### src/rtl/sa3x3_ctrl.sv
// sa3x3_ctrl: job sequencer for a 3x3 weight-stationary systolic array.
// It clears the array, shifts in weights bottom row first, skews the activation
// vectors into the rows and deskews the column partial sums into result vectors.
// Optional build macro SA_CTRL_RELU_EN clamps negative (bit 7 set) result bytes to 0.
module sa3x3_ctrl #(
    parameter int unsigned CNT_W = 8,
    parameter int unsigned LAT   = 6    // accept-to-result latency; the array timing only supports 6
) (
    input  logic             clk,
    input  logic             rst,
    input  logic             start,
    input  logic [CNT_W-1:0] num_vec,
    input  logic [71:0]      weights,
    input  logic             act_valid,
    output logic             act_ready,
    input  logic [23:0]      act_vec,
    output logic             busy,
    output logic             done,
    output logic             sa_clear,
    output logic             sa_weight_load,
    output logic [7:0]       sa_w1,
    output logic [7:0]       sa_w2,
    output logic [7:0]       sa_w3,
    output logic [7:0]       sa_act1,
    output logic [7:0]       sa_act2,
    output logic [7:0]       sa_act3,
    output logic [7:0]       sa_psum1,
    output logic [7:0]       sa_psum2,
    output logic [7:0]       sa_psum3,
    input  logic [7:0]       sa_pout1,
    input  logic [7:0]       sa_pout2,
    input  logic [7:0]       sa_pout3,
    output logic             res_valid,
    output logic [23:0]      res_vec
);

    localparam int unsigned B_W = 8;
    localparam int unsigned V_W = 3 * B_W;
    localparam int unsigned K_W = 2;

    typedef enum logic [2:0] {
        S_IDLE, S_CLR, S_LOADW, S_STREAM, S_DRAIN, S_DONE
    } state_t;

    state_t           state_q, state_d;
    logic [CNT_W-1:0] num_q, num_d;
    logic [CNT_W-1:0] cnt_q, cnt_d;
    logic [3*V_W-1:0] wgt_q, wgt_d;
    logic [K_W-1:0]   k_q, k_d;
    logic             accept;
    logic [V_W-1:0]   wrow;

    logic [B_W-1:0]   act1_q, act2_s_q, act2_q, act3_s0_q, act3_s1_q, act3_q;
    logic [LAT-1:0]   vld_q;
    logic [B_W-1:0]   p1_s0_q, p1_s1_q, p2_s0_q;

    function automatic logic [B_W-1:0] relu(input logic [B_W-1:0] b);
`ifdef SA_CTRL_RELU_EN
        relu = b[B_W-1] ? '0 : b;
`else
        relu = b;
`endif
    endfunction

    assign accept = act_valid & act_ready;

    // State register
    always_ff @(posedge clk or negedge rst) begin
        if (!rst) state_q <= S_IDLE;
        else      state_q <= state_d;
    end

    // Next-state logic
    always_comb begin
        state_d = state_q;
        unique case (state_q)
            S_IDLE:   if (start) state_d = S_CLR;
            S_CLR:    state_d = S_LOADW;
            S_LOADW:  if (k_q == K_W'(2)) state_d = (num_q == '0) ? S_DONE : S_STREAM;
            S_STREAM: if (accept && (CNT_W'(cnt_q + CNT_W'(1)) == num_q)) state_d = S_DRAIN;
            S_DRAIN:  if (vld_q[LAT-2:0] == '0) state_d = S_DONE;
            S_DONE:   state_d = S_IDLE;
            default:  state_d = S_IDLE;
        endcase
    end

    // Output decode from the registered state
    always_comb begin
        busy           = 1'b0;
        done           = 1'b0;
        sa_clear       = 1'b0;
        sa_weight_load = 1'b0;
        act_ready      = 1'b0;
        wrow           = '0;
        busy           = (state_q != S_IDLE);
        done           = (state_q == S_DONE);
        sa_clear       = (state_q == S_CLR);
        sa_weight_load = (state_q == S_LOADW);
        act_ready      = (state_q == S_STREAM) && (cnt_q < num_q);
        if (state_q == S_LOADW) begin
            case (k_q)
                K_W'(0): wrow = wgt_q[2*V_W +: V_W];
                K_W'(1): wrow = wgt_q[V_W +: V_W];
                K_W'(2): wrow = wgt_q[0 +: V_W];
                default: wrow = '0;
            endcase
        end
    end

    // Job parameter capture, accept counter and weight-load cycle counter
    always_comb begin
        num_d = num_q;
        wgt_d = wgt_q;
        cnt_d = cnt_q;
        k_d   = (state_q == S_LOADW) ? K_W'(k_q + K_W'(1)) : '0;
        if ((state_q == S_IDLE) && start) begin
            num_d = num_vec;
            wgt_d = weights;
            cnt_d = '0;
        end else if (accept) begin
            cnt_d = CNT_W'(cnt_q + CNT_W'(1));
        end
    end

    // Control registers
    always_ff @(posedge clk or negedge rst) begin
        if (!rst) begin
            num_q <= '0;
            wgt_q <= '0;
            cnt_q <= '0;
            k_q   <= '0;
        end else begin
            num_q <= num_d;
            wgt_q <= wgt_d;
            cnt_q <= cnt_d;
            k_q   <= k_d;
        end
    end

    // Input skew, valid pipeline and output deskew; empty slots carry zero
    always_ff @(posedge clk or negedge rst) begin
        if (!rst) begin
            act1_q    <= '0;
            act2_s_q  <= '0;
            act2_q    <= '0;
            act3_s0_q <= '0;
            act3_s1_q <= '0;
            act3_q    <= '0;
            vld_q     <= '0;
            p1_s0_q   <= '0;
            p1_s1_q   <= '0;
            p2_s0_q   <= '0;
        end else begin
            act1_q    <= accept ? act_vec[0 +: B_W]     : '0;
            act2_s_q  <= accept ? act_vec[B_W +: B_W]   : '0;
            act2_q    <= act2_s_q;
            act3_s0_q <= accept ? act_vec[2*B_W +: B_W] : '0;
            act3_s1_q <= act3_s0_q;
            act3_q    <= act3_s1_q;
            vld_q     <= {vld_q[LAT-2:0], accept};
            p1_s0_q   <= sa_pout1;
            p1_s1_q   <= p1_s0_q;
            p2_s0_q   <= sa_pout2;
        end
    end

    assign sa_w1    = wrow[0 +: B_W];
    assign sa_w2    = wrow[B_W +: B_W];
    assign sa_w3    = wrow[2*B_W +: B_W];
    assign sa_act1  = act1_q;
    assign sa_act2  = act2_q;
    assign sa_act3  = act3_q;
    assign sa_psum1 = '0;
    assign sa_psum2 = '0;
    assign sa_psum3 = '0;

    // Column 3 leaves the array already aligned, so it passes straight through
    assign res_valid = vld_q[LAT-1];
    assign res_vec   = res_valid ? {relu(sa_pout3), relu(p2_s0_q), relu(p1_s1_q)} : '0;

endmodule
### config.mk
export PLATFORM = sky130hd
export DESIGN_NAME = sa3x3_ctrl
export DESIGN_NICKNAME = d
export VERILOG_FILES = /design/src/rtl/sa3x3_ctrl.sv
export SDC_FILE = /design/constraint.sdc
export NUM_CORES = 1
export LEC_CHECK = 0
export CAP_MARGIN = 40
export CORE_MARGIN = 5
export CORE_UTILIZATION = 49
export DETAILED_ROUTE_END_ITERATION = 12
export HOLD_SLACK_MARGIN = 0.12
export PLACE_DENSITY = 0.85
export SYNTH_ARGS = -nofsm -noshare
export SYNTH_HDL_FRONTEND = slang
export SYNTH_SLANG_ARGS = --single-unit
export TNS_END_PERCENT = 20
### constraint.sdc
create_clock -name clk -period 6 [get_ports clk]
set_clock_uncertainty 0.2 [all_clocks]
set_input_delay 1.2 -clock clk [delete_from_list [all_inputs] [get_ports clk]]
set_output_delay 1.2 -clock clk [all_outputs]
set_load 0.02 [all_outputs]
==> results.md <==
* Outcome: complete, no violations
* Mapped Area at 6930 µm²
* Crit-path max FO at 24
* Ant. Diodes at 0
* Reg2reg end: cnt_q[7]
* Synth Area per Inst at 10.2 µm²
* Detailed Route Iter0 Violations at 587
* Die height at 129 µm
* GRT Total Usage at 21.5%
* Cells after Synth at 677
* WP buf/inv at 1
* Slowest Stage Delay on Critical Path at 0.63 ns
* Post-CTS Setup Repair Bufs at 0
* Pin count of the biggest net entering global routing at 84
* Seq cells post-synth at 171
* Final slew viol count at 0
* Initial Util at 50.0%
* Routed len/inst at 16.3 µm
* CP Capture Type: output pin
* Worst reg2reg path depth at 9
* Number of synthesized flops with an enable pin at 0
* DRC viols at 0
* Initial antenna violation count at 0
* Sum Neg Setup Slack at 0 ns
* Worst hold start: act3_s1_q[7]
* Setup slack, reg-to-reg at 3.15 ns
* Synth Area in Adders at 2.35%
* Relative slew slack at 45.7%
* Yosys warning count at 0
* Final hold viol count at 0
* Layout cells sized above 1 at 5.51%
* Class of the worst hold path: flop to flop
* Hold EP: sa_act3[7]
* Die W at 129 µm
* Max_cap viols at 0
* Leakage power at 4.65 nW
* Crit-path cells: nor2_1, nand2_1, or2_2, nor2_1, clkdlybuf4s50_1
* Total gr overflow at 0
* CTS tree: built
* Layout Cells excl Fill at 1069
* TritonCTS Buffers at 17
* Async S/R FF share, synth at 100%
* CTS clk-pin slew, worst paths at 0.06 ns
* Fin crit period at 4.08 ns
* Via density at 5.13
* Clock Tree Buf Depth at 2
* Die footprint at 16600 µm²
* RSZ-0062 raised after global routing: no
* Clock tree sinks at 171
* Most common cell after layout, fill and taps aside: nand2_1
* Fmax at 245 MHz
* First-pass GRT wire length at 27900 µm
* CP Launch Type: flop
* Placeable Area at 13900 µm²
* Layout area overhead at 41.1%
* Peak supply drop at 0.184 mV
* Critical path's most frequent cell: nor2_1
* Final worst-path cycle share at 68.0%
* Placed wire-length estimate at 12000 µm
* Worst-Skew Late Latency at 0.42 ns
* Critical Path RT at 4.60 ns
* Worst-margin pin slew at 0.814 ns
* Vias at 5481
* Crit path DAT at 2.68 ns
* Post_cts resized at 0
* Vias in the first global route at 5409
* Gp weighted congestion at 0.871
* Fillers at 1033
* Synth Area in Compound Gates at 6.26%
* DRT Pass-1 Iters at 8
* Detailed Route WL at 17500 µm
* Cell depth of the worst min-delay path at 0
* # rows at 43
* Post-synthesis xor/xnor area fraction at 0.884%
* H-Tree Depth at 4
* Distinct cells, synth at 46
* Core Util, Final at 70.5%
* Hold Buf Count CTS at 0
* Crit path max-delay family: simple AND/OR/NAND/NOR gates
* CP Class: flop to output pin
* Post-synthesis simple-gate area fraction at 21.9%
* IO Pins at 234
* CP max-delay cell: clkdlybuf4s50_1
* Sequential fraction of the synthesis area at 61.7%
* Most frequent cells in the layout: nand2_1, clkdlybuf4s50_1, dfrtp_1, and2_1, nor2_1
* Ys flop type: dfrtp_1
* Routed Antenna Nets at 0
* Buffers on Ports at 209
* Largest family of logic cells by synthesized area: simple AND/OR/NAND/NOR gates
* Power Dens Cells at 280 nW/µm²
* # placed instances at 1037
* Final net count at 1021
* Worst reg2reg startpoint: num_q[1]
* Clk root buf: clkbuf_16
* Post-synthesis mux area share at 1.35%
* Final Setup Violations at 0
-- flip-flops by register name (all words and copies together) (netlist names), 6 cells and up --
name,cells
act2_s_q,8
act3_s0_q,8
act3_s1_q,8
cnt_q,8
num_q,8
p1_s0_q,8
p1_s1_q,8
p2_s0_q,8
sa_act1,8
sa_act2,8
sa_act3,8
vld_q,6
wgt_q,72
-- cell families (layout without fill, tap and decap cells) --
group / Yosys count / in the layout
and+or+nand+nor: 348 / 348
DFF: 171 / 171
buffers and inverters: 74 / 263
AOI/OAI and AO/OA: 54 / 54
adders and majority gates: 13 / 13
muxes: 9 / 9
xor gates and xnor gates: 7 / 7
other: 1 / 24
-- where the power goes --
part	switching, mW	total, mW	internal [mW]
sequential	0.0539	1.25	1.20
clock	0.438	1.19	0.748
combinational	0.135	0.299	0.164
-- final cells by class --
class	instances	area [µm²]	area share [%]
well taps	180	225	2.30
clock inverters	12	195	2.00
multi-input cells	455	2370	24.2
repair buffers	217	2210	22.6
clock buffers	20	447	4.57
flip-flops and latches	171	4280	43.7
inverters	14	52.6	0.537
-- per-stage QoR --
stage               total power [mW]  worst slack [ns]  hold slack (ns)  area [µm²]
finish                          2.74              1.92            0.141        9780
global placement                1.56              2.19            0.131        9060
global route                    2.84              1.72            0.153        9780
floorplan                       1.40              2.94            0.131        7020
detailed placement              1.56              2.23            0.135        9140
CTS                             2.76              1.91            0.147        9780
-- worst max path at each step --
stage / startpoint / end / slack (ns) / cells past startpoint
after floorplan: state_q[2] / sa_w1[3] / 2.94 / 7
after global placement: k_q[0] / sa_w3[6] / 2.19 / 5
after detailed placement: sa_pout3[3] / res_vec[19] / 2.23 / 3
after CTS: state_q[2] / sa_w1[2] / 1.91 / 5
after global routing: state_q[2] / sa_w1[0] / 1.72 / 5
final: state_q[2] / sa_w2[7] / 1.92 / 5
-- synth_stat cells, types with 2 or more instances --
cell,number,area [µm²]
nor2_1,35,131
ha_1,13,163
mux2_2,3,33.8
mux2i_1,6,60.1
a222oi_1,24,240
nor3b_1,3,22.5
buf_2,6,30.0
a21oi_1,5,25.0
buf_1,4,15.0
clkbuf_1,24,90.1
dfrtp_1,171,4280
nand4_1,2,12.5
o21ai_0,11,55.1
nand2_1,237,890
inv_1,14,52.6
a211oi_1,2,15.0
nor3_1,7,35.0
xnor2_1,6,52.6
and2_1,49,307
nor4_1,2,12.5
buf_4,25,188
nor2b_1,2,12.5
a22o_1,3,26.3
-- layer usage --
metal / wire, µm / vias up / global-route usage (%)
li1: - / 2551 / -
met1: 7140 / 2652 / 28.8
met2: 8620 / 243 / 34.1
met3: 1230 / 35 / 4.77
met4: 480 / 0 / 8.71
met5: 0 / - / 0
No activity file was read; power rests on OpenSTA's default activity.
